## config.mk

```make
export PLATFORM = sky130hd
export DESIGN_NAME = prelude_alu_sequencer
export DESIGN_NICKNAME = d
export VERILOG_FILES = /design/src/rtl/prelude_alu_sequencer.sv
export SDC_FILE = /design/constraint.sdc
export NUM_CORES = 1
export LEC_CHECK = 0
export CORE_AREA = 2 2 105 76
export CTS_BUF_LIST = sky130_fd_sc_hd__clkbuf_8
export DETAILED_ROUTE_END_ITERATION = 10
export DIE_AREA = 0 0 107 78
export GPL_TIMING_DRIVEN = 0
export PLACE_DENSITY = 0.71
export SETUP_SLACK_MARGIN = 0.4
export SLEW_MARGIN = 25
export SYNTH_ARGS = -nofsm -noshare
export SYNTH_HDL_FRONTEND = slang
export SYNTH_SLANG_ARGS = --single-unit
```

## constraint.sdc

```tcl
create_clock -name clk -period 2.04 [get_ports clk]
set_input_delay 0.204 -clock clk [delete_from_list [all_inputs] [get_ports clk]]
set_output_delay 0.204 -clock clk [all_outputs]
set_load 0.02 [all_outputs]
```

## src/rtl/prelude_alu_sequencer.sv

```systemverilog
// Prelude ALU initiator: decodes instruction bytes, owns R0..R5, sequences the external ALU.
// Optional flags (flag_zero/flag_neg) are built when PRELUDE_ALU_FLAGS_EN is defined.
module prelude_alu_sequencer #(
   parameter int DATA_W   = 8,
   parameter int OP_W     = 6,
   parameter int NUM_REGS = 6
) (
   input  logic              clk,
   input  logic              rst_n,
   input  logic [7:0]        instr,
   input  logic              instr_valid,
   output logic              instr_ready,
   output logic [OP_W-1:0]   alu_op,
   output logic [DATA_W-1:0] alu_a,
   output logic [DATA_W-1:0] alu_b,
   input  logic [DATA_W-1:0] alu_out,
   input  logic [DATA_W-1:0] in_port,
   output logic [DATA_W-1:0] out_port,
`ifdef PRELUDE_ALU_FLAGS_EN
   output logic              flag_zero,
   output logic              flag_neg,
`endif
   output logic              out_valid
);

   typedef enum logic [1:0] {IDLE, EXEC, WB} state_t;

   state_t            state;
   logic [OP_W-1:0]   op;
   logic [DATA_W-1:0] res;
   logic [DATA_W-1:0] regs [NUM_REGS];
   logic [DATA_W-1:0] src_val;
   logic [2:0]        src_sel;
   logic [2:0]        dst_sel;
   logic              xfer;

   assign src_sel = instr[5:3];
   assign dst_sel = instr[2:0];

   // Ready and ALU drive are gated by rst_n so they read 0 for the whole reset cycle.
   assign instr_ready = rst_n && (state == IDLE);
   assign xfer        = instr_valid && instr_ready;
   assign alu_op      = (rst_n && state == EXEC) ? op      : '0;
   assign alu_a       = (rst_n && state == EXEC) ? regs[1] : '0;
   assign alu_b       = (rst_n && state == EXEC) ? regs[2] : '0;

   always_comb begin
      src_val = '0;
      case (src_sel)
         3'd6:    src_val = in_port;
         3'd7:    src_val = '0;
         default: src_val = regs[src_sel];
      endcase
   end

   always_ff @(posedge clk) begin
      if (!rst_n) begin
         state     <= IDLE;
         op        <= '0;
         res       <= '0;
         out_port  <= '0;
         out_valid <= 1'b0;
         for (int i = 0; i < NUM_REGS; i++) regs[i] <= '0;
`ifdef PRELUDE_ALU_FLAGS_EN
         flag_zero <= 1'b0;
         flag_neg  <= 1'b0;
`endif
      end else begin
         out_valid <= 1'b0;
         case (state)
            // IDLE: decode at the transfer edge
            IDLE: begin
               if (xfer) begin
                  case (instr[7:6])
                     2'b00: regs[0] <= DATA_W'(instr[5:0]);
                     2'b01: begin
                        op    <= OP_W'(instr[2:0]);
                        state <= EXEC;
                     end
                     2'b10: begin
                        case (dst_sel)
                           3'd6: begin
                              out_port  <= src_val;
                              out_valid <= 1'b1;
                           end
                           3'd7:    ;
                           default: regs[dst_sel] <= src_val;
                        endcase
                     end
                     default: ;
                  endcase
               end
            end
            // EXEC: operands are on the ALU; capture its result
            EXEC: begin
               res   <= alu_out;
               state <= WB;
            end
            // WB: commit the captured result to R3
            WB: begin
               regs[3] <= res;
`ifdef PRELUDE_ALU_FLAGS_EN
               flag_zero <= (res == '0);
               flag_neg  <= res[DATA_W-1];
`endif
               state <= IDLE;
            end
            default: state <= IDLE;
         endcase
      end
   end

endmodule

```

Yosys cells after proc, flatten, opt, wreduce, memory -nomap -nowiden
Memory sizes are Yosys's and may differ from the RTL's.
Index checks and enable logic that the tools add are counted.
{ "word_totals": {"register_bits": 22, "ram_bits": 48, "in_bits": 27, "elab_cells": 57, "n_memories": 1} }
{ "classes": {"eq_ne": 10, "n_mux": 28, "bitwise": 2, "n_reduce_logical": 11} }
{ "mem_list": {"columns": ["name", "words", "word_bits", "rd", "rd_clocked_by_memory_dff", "wr", "line", "text"], "rows": [
  ["regs", 6, 8, 3, 0, 6, "31", "logic [DATA_W-1:0] regs [NUM_REGS];"]
]} }
{ "op_table": {"columns": ["cell", "n"], "rows": [
  ["2-to-1 mux 8 bit", 5],
  ["2-to-1 mux 1 bit", 17],
  ["one-hot mux 8 bit (2 select lines)", 1],
  ["== test 3 bit, second input constant", 4],
  ["AND reduction 4 bit", 2],
  ["OR reduction 8 bit", 1],
  ["2-to-1 mux 3 bit", 2],
  ["== test 2 x 1 -> 1 bit, second input constant", 2],
  ["== test 2 bit, second input constant", 2],
  ["logical NOT 2 bit", 2],
  ["2-to-1 mux 2 bit", 2],
  ["one-hot mux 2 bit (2 select lines)", 1],
  ["logical AND 1 bit", 3],
  ["AND reduction 3 bit", 1],
  ["!= test 2 x 1 -> 1 bit, second input constant", 1],
  ["!= test 2 bit, second input constant", 1],
  ["bitwise OR 1 bit", 2],
  ["AND reduction 2 bit", 1],
  ["OR reduction 2 bit", 1]
]} }

Longest topological paths before layout
Gate-level depths: netlist of run 1.
{ "depth": {"word_depth": 10, "ltp_mapped": 6, "mapped_depth_nobuf": 4} }

Worst setup path before layout of run 1
Ideal clock, no wire load.
{ "synth_path": {"path_kind": "input to register", "startpoint": "input port instr[6]", "endpoint": "memory regs[5][0], enable pin", "arrival_ns": 1.478, "t_required_ns": 1.642, "path_slack_ns": 0.164, "path_stages": 2, "cell_sequence": "nand3b_1 -> o41ai_1"} }
{ "synth_rtl": {"columns": ["item", "line", "text"], "rows": [
  ["start, declared", "10", "input logic [7:0] instr,"],
  ["end, declared", "31", null]
]} }

==> results.json, run 1 <==
{
  "status": "finished, final reports clean",
  "synthMuxAreaShare_pct": 8.40,
  "slowest_delay_ps": 400,
  "rows": 26,
  "grt_max_degree": 14,
  "synth_top_family_by_area": "simple AND/OR/NAND/NOR gates",
  "cts_buffers": 9,
  "power.density_nw_per_um2": 664,
  "synthSimpleGateAreaFrac_pct": 18.4,
  "io_buffer_count": 52,
  "fillCellCount": 491,
  "clockBufferDepth": 2,
  "final_core_util_pct": 70.5,
  "place_area_um2": 4070,
  "fin_area_um2": 5110,
  "grtUsageMet2_pct": 43.4,
  "ys_seq_area_share_pct": 55.9,
  "crit_buf_inv": 2,
  "initial_core_util_pct": 46.4,
  "worst_hold_slack_ps": 333,
  "reg2reg_from": "state[1]$_SDFFE_PN0P_",
  "drv_cap": 0,
  "syn_area_um2": 3370,
  "leakagePower_uw": 0.00189,
  "htreeDepth": 3,
  "drt-vias-per-instance": 6.08,
  "holdPathStages": 3,
  "wl_um": 11300,
  "ir_drop_mv": 0.376,
  "power_uw": 3400,
  "min_from": "instr[2]",
  "root_buffer": "clkbuf_8",
  "grt_util_met3_pct": 6.22,
  "setup_viol_count_final": 0,
  "drc_errors": 0,
  "dp_hpwl_um": 6620,
  "endpoint_kind": "flip-flop",
  "clock_skew_ps": 7.89,
  "relSlewSlack_pct": 56.5,
  "ys_types": 37,
  "hold_viol": 0,
  "core_area_um2": 7250,
  "cp_cell_sequence": "or3b_4 -> buf_6 -> nor3b_4 -> buf_12 -> nand3_4 -> a21oi_2",
  "grt.busiest_layer": "met2",
  "synth_ff_type": "edfxtp_1",
  "final_nets": 426,
  "clk_pin_slew_ps": 80,
  "min_path_type": "in2reg",
  "antenna_found_initial": 1,
  "yosysTopAreaCell": "edfxtp_1",
  "rsz0062_at_grt": "true",
  "final-max-slew-violation-count": 0,
  "cts.sinks": 70,
  "cp-start-kind": "flip-flop",
  "cp_top_family": "simple AND/OR/NAND/NOR gates",
  "slowest_stage": "or3b_4",
  "cp.arrival_ps": 2080,
  "yosys_warnings": 0,
  "vias": 3060,
  "hold_end": "op[2]$_SDFFE_PN0P_",
  "worstSetupPathType": "reg2reg",
  "die_w_um": 107,
  "place_congestion": 0.863,
  "synth_edf_count": 48,
  "antenna_left": 0,
  "drt_iter0_drc": 317,
  "grt-ovfl-total": 0,
  "detailedPlace.worstSlack_ps": -786,
  "syn_avg_cell_area_um2": 10.8,
  "synthAdderAreaFrac_pct": 0,
  "area_growth_pct": 51.9,
  "ff2ff_setup_slack_ps": 170,
  "yosysTopAreaCellShare_pct": 42.8,
  "synth_compound_area_share_pct": 13.8,
  "fin_crit_sh_pct": 91.7,
  "cts_tree": "yes",
  "yosys-top-cells-count": "48 x edfxtp_1, 41 x nand2_1, 26 x a21oi_1, 26 x mux2i_1, 22 x dfxtp_1",
  "drive_gt1_share_pct": 38.4,
  "rr_worst_depth": 6,
  "synth_seq_cells": 70,
  "ctsHoldBuffers": 0,
  "grt_pass1_wl_um": 17000,
  "period_needed_ps": 1870,
  "clk_latency_ps": 350,
  "synthTopCellsByArea": "edfxtp_1 43%, dfxtp_1 13%, mux2i_1 7.7%",
  "syn-instance-count": 311,
  "fmax_mhz": 535,
  "cp.required_ps": 2250,
  "grt_pass1_vias": 3095,
  "fin_ws_ps": 170,
  "drt_pass1_iterations": 5,
  "rr_endpoint": "regs[2][4]$_SDFFCE_PN0P_",
  "path_max_fanout": 8,
  "grt.met1_usage_pct": 37.4,
  "grt_util_all_layers_pct": 27.7,
  "io_pins": 59,
  "synth_xor_area_share_pct": 0,
  "wl_per_cell_um": 22.4,
  "fp.dieH_um": 78,
  "yosysMostFrequentCell": "edfxtp_1",
  "die_area_um2": 8350,
  "worst_pin_slew_ps": 652,
  "synth-async-reset-ratio_pct": 0
}
==> state kept, by name, indices dropped and copies added, names as in the netlist <==
| register | flops |
|---|---|
| out_valid | 1 |
| out_port | 8 |
| regs | 48 |
| state | 2 |
| op | 3 |
| res | 8 |
==> tightest hold or removal path: cells and delay by family <==
| kind | cells | cell delay (ps) |
|---|---|---|
| and+or+nand+nor | 1 | 60 |
| buffers and inverters | 1 | 210 |
| muxes | 1 | 170 |
==> area by class of cell <==
| cell class | count | area, um2 | share of cell area (%) |
|---|---|---|---|
| inverter | 3 | 11.3 | 0.220 |
| antenna | 1 | 2.50 | 0.0489 |
| clock inverter | 7 | 121 | 2.37 |
| clock buffer | 9 | 124 | 2.42 |
| timing repair buffer | 75 | 796 | 15.6 |
| multi-input combinational | 217 | 1850 | 36.2 |
| buffer | 23 | 203 | 3.96 |
| sequential | 70 | 1880 | 36.8 |
| tap | 98 | 123 | 2.40 |
==> cells in the final DEF, fill, tap and decap left out, types with 3 or more instances in the layout <==
cell and n:
o211ai_1 7, mux2i_1 25, o21ai_0 3, nand2_2 3
nor2_1 17, clkbuf_4 3, and3_4 14, edfxtp_1 48
a22oi_2 6, a21oi_1 5, nand2_1 32, nand3_4 7
clkbuf_1 5, nand2_8 5, a22oi_1 7, buf_12 5
and3_1 5, buf_6 21, clkbuf_8 12, a21boi_0 8
nand3b_1 9, conb_1 3, buf_2 3, dlygate4sd2_1 3
a21oi_2 21, clkdlybuf4s50_1 28, clkbuf_16 3, nor2b_1 4
o2bb2ai_1 8, dfxtp_1 20, buf_4 22, bufinv_16 3
==> logic make-up after synthesis <==
kind of cell           Yosys count
other                            1
AO/OA/AOI/OAI                   70
AND/OR/NAND/NOR                117
flip-flops                      70
multiplexers                    27
buffers and inverters           26
==> per-layer routing <==
metal | share of wire, % | vias up
met5 | 0 | -
met4 | 1.9 | 0
met3 | 7.3 | 27
met2 | 48 | 148
met1 | 43 | 1545
li1 | - | 1340
==> stage by stage <==
step,TNS (ps),instances
after global routing,0,502
final,0,503
after floorplan,0,313
after global placement,-54720,463
after CTS,0,497
after detailed placement,-54670,463
==> worst max-delay path by stage <==
stage | start | endpoint | cells after the start
after CTS | state[0]$_SDFFE_PN0P_ | regs[4][4]$_SDFFCE_PN0P_ | 6
after global placement | rst_n | regs[3][3]$_SDFFCE_PN0P_ | 5
after floorplan | state[0]$_SDFFE_PN0P_ | regs[3][0]$_SDFFCE_PN0P_ | 5
after detailed placement | rst_n | regs[3][1]$_SDFFCE_PN0P_ | 5
after global routing | state[0]$_SDFFE_PN0P_ | regs[4][4]$_SDFFCE_PN0P_ | 6
final | state[1]$_SDFFE_PN0P_ | regs[2][4]$_SDFFCE_PN0P_ | 6
==> what timing repair did <==
action / in CTS / in global routing
gates resized for setup: 225 / 25
endpoints found under the setup margin: 125 / 122
buffers inserted: 15 / 5
gates cloned: 3 / 0
pin swaps: 21 / 7
==> power breakdown <==
group	leakage, uW	total (uW)	internal [uW]	switching (uW)
combinational	0.00109	441	180	260
sequential	0.000675	1580	1560	21.8
clock	0.000124	1380	818	559
Power figures use the tool's default switching activity.
==> run 2: changes to the inputs <==
--- a/config.mk
+++ b/config.mk
@@ -5,12 +5,13 @@
 export SDC_FILE = /design/constraint.sdc
 export NUM_CORES = 1
 export LEC_CHECK = 0
-export CORE_AREA = 2 2 105 76
+export ABC_AREA = 0
+export CORE_AREA = 2 2 108 79
 export CTS_BUF_LIST = sky130_fd_sc_hd__clkbuf_8
 export DETAILED_ROUTE_END_ITERATION = 10
-export DIE_AREA = 0 0 107 78
+export DIE_AREA = 0 0 110 81
 export GPL_TIMING_DRIVEN = 0
-export PLACE_DENSITY = 0.71
+export PLACE_DENSITY = 0.67
 export SETUP_SLACK_MARGIN = 0.4
 export SLEW_MARGIN = 25
 export SYNTH_ARGS = -nofsm -noshare
==> run 2 against run 1 <==
Combinational power shrank 6.8%. Final cell count grew 0.99%. Wire length shrank 9.1%. Setup slack gained 91 ps. Critical path depth shrank 2. Clock-buffer cell count grew 1. Via count shrank 6.7%. Design area shrank 5.3%. Sequential share of layout area grew 2.1 points. Non-clock buffer count shrank 1. Critical path type unchanged. Largest power group unchanged.
==> results.json, run 2 (same netlist as run 1, synthesis figures left out) <==
{
  "fmax_mhz": 562,
  "core_area_um2": 8020,
  "cp_cell_sequence": "or3b_4 -> buf_6 -> a211o_2 -> nand2_4",
  "regMostFlops": "regs",
  "antenna_found_initial": 0,
  "root_buffer": "clkbuf_8",
  "wl_per_cell_um": 20.1,
  "area_growth_pct": 43.8,
  "drt-vias-per-instance": 5.62,
  "rr_worst_depth": 4,
  "hold_viol": 0,
  "wl_um": 10200,
  "slowest_stage": "or3b_4",
  "rr_endpoint": "regs[0][1]$_SDFFCE_PN0P_",
  "cts.sinks": 70,
  "fin_ws_ps": 262,
  "grt_pass1_wl_um": 15300,
  "slowest_delay_ps": 420,
  "multi_input_area_um2": 1760,
  "cts_tree": "yes",
  "die_w_um": 110,
  "grt_util_all_layers_pct": 24.3,
  "htreeDepth": 3,
  "endpoint_kind": "flip-flop",
  "grt-ovfl-total": 0,
  "die_area_um2": 8910,
  "fin_crit_sh_pct": 87.2,
  "crit_buf_inv": 1,
  "fin_tns_setup_ps": 0,
  "cts_buffers": 9,
  "cp-start-kind": "flip-flop",
  "final-max-slew-violation-count": 0,
  "drt_pass1_iterations": 7,
  "min_from": "instr[2]",
  "final-seq-area_um2": 1880,
  "vias": 2855,
  "worstSetupPathType": "reg2reg",
  "period_needed_ps": 1780,
  "fp.dieH_um": 81,
  "dp_hpwl_um": 6590,
  "clk_latency_ps": 360,
  "leakagePower_uw": 0.00185,
  "setup_viol_count_final": 0,
  "reg2reg_from": "state[0]$_SDFFE_PN0P_",
  "final_nets": 425,
  "power.density_nw_per_um2": 618,
  "cp.arrival_ps": 1830,
  "drt_iter0_drc": 225,
  "grt_pass1_vias": 2709,
  "ir_drop_mv": 0.316,
  "grt_max_degree": 13,
  "io_pins": 59,
  "relSlewSlack_pct": 56.7,
  "antenna_left": 0,
  "path_max_fanout": 8,
  "drv_cap": 0,
  "largest_register_ffs": 48,
  "dp.cells": 470,
  "diodes": 0,
  "min_path_type": "in2reg",
  "drive_gt1_share_pct": 34.5,
  "cp.required_ps": 2090,
  "cp_top_family": "simple AND/OR/NAND/NOR gates",
  "clock_skew_ps": 4.88,
  "hold_end": "op[2]$_SDFFE_PN0P_",
  "final_cell_mix": "48 x edfxtp_1, 39 x buf_4, 34 x nand2_1, 28 x clkdlybuf4s50_1, 25 x mux2i_1",
  "clk_pin_slew_ps": 70,
  "crit_cells": 4,
  "initial_core_util_pct": 42.0,
  "worst_pin_slew_ps": 649,
  "fillCellCount": 666,
  "status": "finished, final reports clean",
  "io_buffer_count": 52,
  "rsz0062_at_grt": "true",
  "rows": 28,
  "ff2ff_setup_slack_ps": 260,
  "holdPathStages": 3,
  "largestRegisters": "regs: 48 flops, out_port: 8 flops, res: 8 flops",
  "clockBufferDepth": 2,
  "final_common_cell": "edfxtp_1",
  "detailedPlace.worstSlack_ps": -752,
  "place_congestion": 0.847,
  "drc_errors": 0,
  "finalNonFillerCells": 508
}
run 2: layer usage:
layer	up-vias	wire [um]	global-route usage [%]
met1	1366	4670	35.1
met2	136	4500	35.0
met3	20	856	6.34
li1	1333	-	-
met5	-	0	0
met4	0	193	8.73
run 2: through the flow:
step | cell area [um2] | power [uW] | hold WS [ps] | utilization [%]
3_5_place_dp | 4060 | 1920 | 447 | 50.6
4_1_cts | 4640 | 2960 | 317 | 57.9
3_3_place_gp | 4060 | 1910 | 452 | 50.6
5_1_grt | 4840 | 3090 | 350 | 60.4
2_1_floorplan | 3410 | 1780 | 295 | -
6_report | 4840 | 3000 | 323 | 60.4
run 2: final cells by class:
class                      count  share of cell area, %
clock buffer                  10                   2.84
clock inverter                 6                  0.723
timing repair buffer          74                   14.4
sequential                    70                   38.9
buffer                        23                   3.90
tap                          105                   2.71
multi-input combinational    217                   36.3
inverter                       3                  0.232
run 2: tightest hold or removal path: stages:
cell and delay, ps:
dlymetal6s2s_1 210, mux2i_1 160, nor2b_1 60
run 2: worst max path at each step:
stage	end	slack [ps]	from
global route	regs[0][1]$_SDFFCE_PN0P_	230	state[0]$_SDFFE_PN0P_
CTS	regs[0][2]$_SDFFCE_PN0P_	290	state[0]$_SDFFE_PN0P_
global placement	alu_b[5]	-720	rst_n
finish	regs[0][1]$_SDFFCE_PN0P_	260	state[0]$_SDFFE_PN0P_
floorplan	regs[3][0]$_SDFFCE_PN0P_	320	state[0]$_SDFFE_PN0P_
detailed placement	alu_b[5]	-750	rst_n
run 2: repair_timing:
action	4_1_cts	5_1_grt
gates cloned	1	0
gates resized for setup	181	37
hold buffers	0	0
buffers inserted	13	8
setup endpoints to repair	128	122
endpoints found under the hold margin	0	0
pin swaps	18	18
run 2: where the power goes:
group | internal, uW | leakage [uW] | switching, uW | total, uW
combinational | 170 | 0.00108 | 240 | 411
clock | 468 | 0.0000927 | 539 | 1010
sequential | 1560 | 0.000675 | 19.4 | 1580
